### src/rtl/vmicro16_reset_pkg.sv
// Shared definitions for the vmicro16 reset/run sequencer: state encoding and
// elaboration-time helpers for latency and counter sizing.
package vmicro16_reset_pkg;

    typedef enum logic [1:0] {
        ST_ASSERT  = 2'd0,
        ST_RELEASE = 2'd1,
        ST_RUN     = 2'd2,
        ST_DONE    = 2'd3
    } seq_state_e;

    localparam int MAX_CORES = 16;
    localparam int SYNC_STAGES = 2;

    // Clocks from external reset rising to running going high.
    function automatic int seq_latency(input int hold, input int cores, input int stagger);
        return SYNC_STAGES + hold + cores * stagger;
    endfunction

    // True when every value the shared counters must reach fits in cw bits.
    function automatic bit counter_fits(input int cw, input int hold, input int cores,
                                        input int stagger, input int run);
        int need;
        need = hold - 1;
        if (cores * stagger - 1 > need) need = cores * stagger - 1;
        if (run > need) need = run;
        return (cw >= 1) && (cw < 31) && (need < (1 << cw));
    endfunction

    function automatic bit params_ok(input int cores, input int hold, input int stagger,
                                     input int run, input int cw);
        return (cores >= 1) && (cores <= MAX_CORES) && (hold >= 1) && (stagger >= 1) &&
               (run >= 0) && counter_fits(cw, hold, cores, stagger, run);
    endfunction

endpackage

### src/rtl/vmicro16_reset_sync.sv
// Two-flop reset synchroniser: asserts asynchronously, releases on the second
// rising clock edge after the external reset goes high.
module vmicro16_reset_sync (
    input  logic clk_i,
    input  logic arst_ni,
    output logic rst_sync_no
);

    logic [1:0] sync_q;

    always_ff @(posedge clk_i or negedge arst_ni) begin
        if (!arst_ni) begin
            sync_q <= '0;
        end else begin
            sync_q <= {sync_q[0], 1'b1};
        end
    end

    assign rst_sync_no = sync_q[1];

endmodule

### src/rtl/vmicro16_reset_seq.sv
// Reset/run sequencer for the vmicro16 SoC: holds everything in reset, releases
// peripherals then each core in turn, and optionally enforces a run budget.
module vmicro16_reset_seq
    import vmicro16_reset_pkg::*;
#(
    parameter int CORES       = 4,
    parameter int HOLD_CYCLES = 4,
    parameter int STAGGER     = 2,
    parameter int RUN_CYCLES  = 0,
    parameter int CW          = 16
) (
    input  logic             clk,
    input  logic             reset,
    input  logic             soft_req,
    output logic [CORES-1:0] core_reset,
    output logic             periph_reset,
    output logic             running,
    output logic             timeout,
    output logic [CW-1:0]    cycle_count
);

    localparam logic [CW-1:0] HOLD_LAST  = CW'(HOLD_CYCLES - 1);
    localparam logic [CW-1:0] REL_LAST   = CW'(CORES * STAGGER - 1);
    localparam logic [CW-1:0] RUN_LAST   = CW'(RUN_CYCLES - 1);
    localparam bit            HAS_BUDGET = (RUN_CYCLES != 0);

    logic             rst_sync_n;
    seq_state_e       state_q, state_d;
    logic [CW-1:0]    cnt_q, cnt_d;
    logic [CW-1:0]    count_q, count_d;
    logic [CORES-1:0] core_reset_q, core_reset_d;
    logic             periph_q, periph_d;
    logic             running_q, running_d;
    logic             timeout_q, timeout_d;

    vmicro16_reset_sync u_sync (
        .clk_i       (clk),
        .arst_ni     (reset),
        .rst_sync_no (rst_sync_n)
    );

    always_comb begin
        // NOTE: every signal gets a default before the case so no path leaves it unassigned (no latch).
        state_d      = state_q;
        cnt_d        = cnt_q;
        count_d      = count_q;
        core_reset_d = core_reset_q;
        periph_d     = periph_q;
        running_d    = running_q;
        timeout_d    = timeout_q;

        if (soft_req) begin
            // Restart wins over everything, including a coincident timeout.
            state_d      = ST_ASSERT;
            cnt_d        = '0;
            count_d      = '0;
            core_reset_d = '1;
            periph_d     = 1'b1;
            running_d    = 1'b0;
            timeout_d    = 1'b0;
        end else begin
            case (state_q)
                ST_ASSERT: begin
                    if (cnt_q == HOLD_LAST) begin
                        periph_d = 1'b0;
                        cnt_d    = '0;
                        state_d  = ST_RELEASE;
                    end else begin
                        cnt_d = cnt_q + CW'(1);
                    end
                end
                ST_RELEASE: begin
                    cnt_d = cnt_q + CW'(1);
                    for (int k = 0; k < CORES; k++) begin
                        if (cnt_q == CW'((k + 1) * STAGGER - 1)) core_reset_d[k] = 1'b0;
                    end
                    if (cnt_q == REL_LAST) begin
                        state_d   = ST_RUN;
                        running_d = 1'b1;
                    end
                end
                ST_RUN: begin
                    if (count_q != '1) count_d = count_q + CW'(1);
                    if (HAS_BUDGET && (count_q == RUN_LAST)) begin
                        state_d      = ST_DONE;
                        core_reset_d = '1;
                        running_d    = 1'b0;
                        timeout_d    = 1'b1;
                    end
                end
                ST_DONE: begin
                end
                default: state_d = ST_ASSERT;
            endcase
        end
    end

    // The synchronised reset clears state asynchronously, so pulling the board
    // reset low forces the reset values without waiting for a clock.
    always_ff @(posedge clk or negedge rst_sync_n) begin
        if (!rst_sync_n) begin
            state_q      <= ST_ASSERT;
            cnt_q        <= '0;
            count_q      <= '0;
            core_reset_q <= '1;
            periph_q     <= 1'b1;
            running_q    <= 1'b0;
            timeout_q    <= 1'b0;
        end else begin
            // NOTE: sequential state uses non-blocking assignment so all registers update together.
            state_q      <= state_d;
            cnt_q        <= cnt_d;
            count_q      <= count_d;
            core_reset_q <= core_reset_d;
            periph_q     <= periph_d;
            running_q    <= running_d;
            timeout_q    <= timeout_d;
        end
    end

    assign core_reset   = core_reset_q;
    assign periph_reset = periph_q;
    assign running      = running_q;
    assign timeout      = timeout_q;
    assign cycle_count  = count_q;

endmodule

### config.mk
export PLATFORM = sky130hd
export DESIGN_NAME = vmicro16_reset_seq
export DESIGN_NICKNAME = d
export VERILOG_FILES = /design/src/rtl/vmicro16_reset_pkg.sv /design/src/rtl/vmicro16_reset_sync.sv /design/src/rtl/vmicro16_reset_seq.sv
export SDC_FILE = /design/constraint.sdc
export NUM_CORES = 1
export LEC_CHECK = 0
export ABC_AREA = 1
export BUFFER_PORTS_ARGS = -buffer_cell sky130_fd_sc_hd__buf_2
export CAP_MARGIN = 20
export CORE_ASPECT_RATIO = 2
export CORE_UTILIZATION = 36
export CTS_CLUSTER_DIAMETER = 60
export DETAILED_ROUTE_END_ITERATION = 16
export PLACE_DENSITY_LB_ADDON = 0.2
export SLEW_MARGIN = 20
export SYNTH_ARGS = -nofsm -noshare
export SYNTH_HDL_FRONTEND = slang
export SYNTH_SLANG_ARGS = --single-unit
### constraint.sdc
create_clock -name clk -period 1.38 [get_ports clk]
set_clock_uncertainty 0.15 [all_clocks]
set_input_delay 0.138 -clock clk [delete_from_list [all_inputs] [get_ports clk]]
set_output_delay 0.138 -clock clk [all_outputs]
set_load 0.02 [all_outputs]
==> impl_summary.txt <==
----------------------------------------------------
[Placed design]
  Sum of net half-perimeters after detailed placement ... 5610 um
  Total instance count after detailed placement ... 511
  Number of port buffers ... 24
  Instance area after placement ... 3230 sq um
  RD Place Congestion ... 0.930

[STA]
  Setup Viol. Count Final ... 39
  Worst hold slack ... 0.0284 ns
  Total count of hold-check failures in the final report ... 0
  Number of max-slew violations in the final report ... 0
  Unrepaired setup endpoints after global routing ... true
  Minimum period implied by the final worst setup slack ... 1.58 ns
  Setup ws final ... -0.197 ns
  Final clock period utilization by the worst path ... 1.14
  Total Negative Setup Slacks ... -5.30 ns
  Highest Clock Rate ... 634 MHz

[Critical path]
  Setup slack of the worst register-to-register path ... -0.20 ns
  Critical-path top delay cell ... sky130_fd_sc_hd__dfrtp_2
  Most common cell on crit path ... sky130_fd_sc_hd__nor2_4
  Worst path required time ... 1.45 ns
  Worst Path Arrival ... 1.65 ns
  Worst Path Class, Setup ... flop to flop
  CP Capture Type ... flop
  Category of the worst setup path launch point ... flop
  Slowest cell delay on critical path ... 0.45 ns
  Crit-path cells ... nor2_4 -> nor2_2 -> nand2_2 -> clkinvlp_4 -> nor2_4 -> nand3_2 -> a21oi_2
  Max FO, Critical Path ... 5

[Power]
  Pleak ... 0.00185 uW
  Total power density per cell area ... 999 nW/um^2
  Overall power of the completed layout ... 3930 uW
  Worst VDD drop ... 0.829 mV

[Clock network]
  Number of buffers created by CTS ... 5
  Sinks on the clock net ... 42
  Clock tree from TritonCTS ... yes
  Maximum count of clock buffers along a single path ... 2
  CTS HTree Levels ... 2
  Clock-pin slew on the worst setup and hold paths ... 0.07 ns
  Clk Latency, worst-skew pair ... 0.29 ns
  Library cell used as clock root buffer ... sky130_fd_sc_hd__clkbuf_16

[Global routing]
  Largest net degree at the start of global routing ... 41
  Global routing usage summed across all routing layers ... 0.241
  Initial antenna violation count ... 0
  Global route overflow ... 0
  First-pass GRT wire length ... 12700 um
  Vias in the first global route ... 2742

[Routing]
  # DRC ... 0
  Initial detailed-routing violation count ... 75
  Final WL ... 8190 um
  Routed vias/inst ... 4.91
  Length of the first detailed-routing pass in iterations ... 4
  Routed vias ... 2644
  Average detailed-routed wire length per instance ... 15.2 um
  Antenna-violating nets left ... 0

[Die]
  Height of the die ... 119 um
  Starting density of the core ... 0.371
  Die span in x ... 60.4 um
  I/O Pins ... 26
  Std-Cell Core Area ... 6620 sq um
  Area of the die ... 7180 sq um
  Placement row count ... 42

[Synth]
  Proportion of register bits with asynchronous set or reset after synthesis ... 1.00
  EDFF count, synth ... 0
  Combined area of all synthesized cells ... 2460 sq um
  Post-synthesis instance total ... 341
  Distinct cell type count of the synthesized netlist ... 28
  Total nets after synthesis ... 348
  Flip-flop and latch count after synthesis ... 42
  Portion of the post-synthesis area used by sequential elements ... 0.430
  Yosys Warn Count ... 0
  Most frequently used flop master after synthesis ... sky130_fd_sc_hd__dfrtp_1
  Mean Syn Cell Area ... 7.21 sq um

[Finish]
  Filler Cells Inserted ... 610
  Ratio of cells with drive above 1 in the final layout ... 0.502
  Antenna diodes ... 0
  Cell area after layout ... 3940 sq um
  Net count of the finished layout ... 456
  Area grow syn2layout ... 60.1%
  Number of standard cells in the final layout excluding fillers ... 538

[Status]
  Run status ... finished, violations left
  Violations in the final reports ... negative setup slack

[Min path]
  Class of the tightest hold or removal check ... input pin to asynchronous set/reset pin

[Job]
  Count of maximum capacitance violations ... 0

----------------------------------------------------
[routing by layer]
metal / share of wire / wire [um] / up-vias / track usage
met5: 0 / 0 / - / 0
met4: 0.064 / 521 / 0 / 0.166
met3: 0.018 / 148 / 35 / 0.0315
met2: 0.58 / 4760 / 54 / 0.446
met1: 0.34 / 2760 / 1255 / 0.224
li1: - / - / 1300 / -
[synthesized netlist by cell type (2+ instances only)]
cell / count / share of area
sky130_fd_sc_hd__a21oi_1: 6 / 0.012
sky130_fd_sc_hd__a31oi_1: 2 / 0.0051
sky130_fd_sc_hd__buf_2: 7 / 0.014
sky130_fd_sc_hd__conb_1: 2 / 0.0031
sky130_fd_sc_hd__dfrtp_1: 37 / 0.38
sky130_fd_sc_hd__dfstp_2: 5 / 0.053
sky130_fd_sc_hd__ha_1: 4 / 0.020
sky130_fd_sc_hd__inv_1: 33 / 0.050
sky130_fd_sc_hd__inv_2: 2 / 0.0031
sky130_fd_sc_hd__nand2_1: 102 / 0.16
sky130_fd_sc_hd__nand3_1: 24 / 0.049
sky130_fd_sc_hd__nand4_1: 22 / 0.056
sky130_fd_sc_hd__nor2_1: 57 / 0.087
sky130_fd_sc_hd__nor2_4: 2 / 0.0092
sky130_fd_sc_hd__nor3_1: 2 / 0.0041
sky130_fd_sc_hd__o21ai_0: 10 / 0.020
sky130_fd_sc_hd__o21bai_1: 6 / 0.018
sky130_fd_sc_hd__xor2_1: 8 / 0.028
[power breakdown]
group / switching [uW] / internal (uW) / leakage, uW
clock network: 502 / 718 / 0.0000739
registers: 92.5 / 1310 / 0.000548
logic: 725 / 580 / 0.00123
total: 1320 / 2610 / 0.00185
[through the flow]
stage          worst slack (ns)  utilization
2_1_floorplan            -0.260            -
3_3_place_gp             -0.293        0.487
3_5_place_dp             -0.271        0.487
4_1_cts                  -0.175        0.553
5_1_grt                  -0.271        0.594
6_report                 -0.197        0.594
[timing repair]
item | in CTS | in global routing
hold endpoints to repair | 2 | 0
gates resized for setup | 68 | 58
setup buffers | 6 | 12
pin swaps | 28 | 31
gates cloned | 1 | 0
hold buffers | 1 | 0
endpoints found under the setup margin | 39 | 43
[cells by family (layout without fill, tap and decap cells)]
kind of cell,count (synthesis),count (layout),synth area share
fa+ha+maj,4,4,0.0204
simple gates,213,213,0.373
buf+inv,46,155,0.0789
compound gates,25,25,0.0626
xor+xnor,9,9,0.0321
flops,42,42,0.430
other cells,2,2,0.00305
[sequential cells by signal, indices dropped and copies added, names as in the netlist]
register       cells
cnt_q             16
core_reset         4
cycle_count       16
periph_reset       1
running            1
state_q            2
u_sync.sync_q      2
[final cells by class]
| type | instances | area, sq um | share of cell area |
|---|---|---|---|
| multi-input combinational | 253 | 1580 | 0.402 |
| sequential | 42 | 1070 | 0.272 |
| timing repair buffer | 110 | 848 | 0.216 |
| inverter | 36 | 169 | 0.0429 |
| clock buffer | 7 | 143 | 0.0362 |
| tap | 88 | 110 | 0.0280 |
| timing repair inverter | 1 | 11.3 | 0.00286 |
| clock inverter | 1 | 5.00 | 0.00127 |
[worst max-delay path: cells and delay by family, from the launching register on]
kind / cells / cell delay (ns)
AO/OA/AOI/OAI: 1 / 0.12
buffers and inverters: 1 / 0.19
flip-flops: 1 / 0.45
AND/OR/NAND/NOR: 5 / 0.59
[cells in the final DEF, fill, tap and decap left out, types with 6 or more instances in the layout]
cell type                  instances
sky130_fd_sc_hd__buf_2            23
sky130_fd_sc_hd__buf_4            70
sky130_fd_sc_hd__buf_6            14
sky130_fd_sc_hd__dfrtp_1          28
sky130_fd_sc_hd__dfrtp_2           9
sky130_fd_sc_hd__inv_1            25
sky130_fd_sc_hd__inv_2             6
sky130_fd_sc_hd__nand2_1          68
sky130_fd_sc_hd__nand2_2          29
sky130_fd_sc_hd__nand2_4           6
sky130_fd_sc_hd__nand3_1          15
sky130_fd_sc_hd__nand3_2           8
sky130_fd_sc_hd__nand4_1          22
sky130_fd_sc_hd__nor2_1           37
sky130_fd_sc_hd__nor2_2           11
sky130_fd_sc_hd__nor2_4           12
sky130_fd_sc_hd__o21bai_1          6
sky130_fd_sc_hd__xor2_1            6
[final timing paths]
path,start,cells after the start,to
setup / recovery,state_q[0],7,cnt_q[9]
hold reg to reg,u_sync.sync_q[1],1,state_q[0]
min in group clk,soft_req,3,running
max in group asynchronous,u_sync.sync_q[1],1,periph_reset
hold / removal,reset,2,u_sync.sync_q[1]
setup reg to reg,state_q[0],7,cnt_q[9]
(Power assumes the default switching activity.)
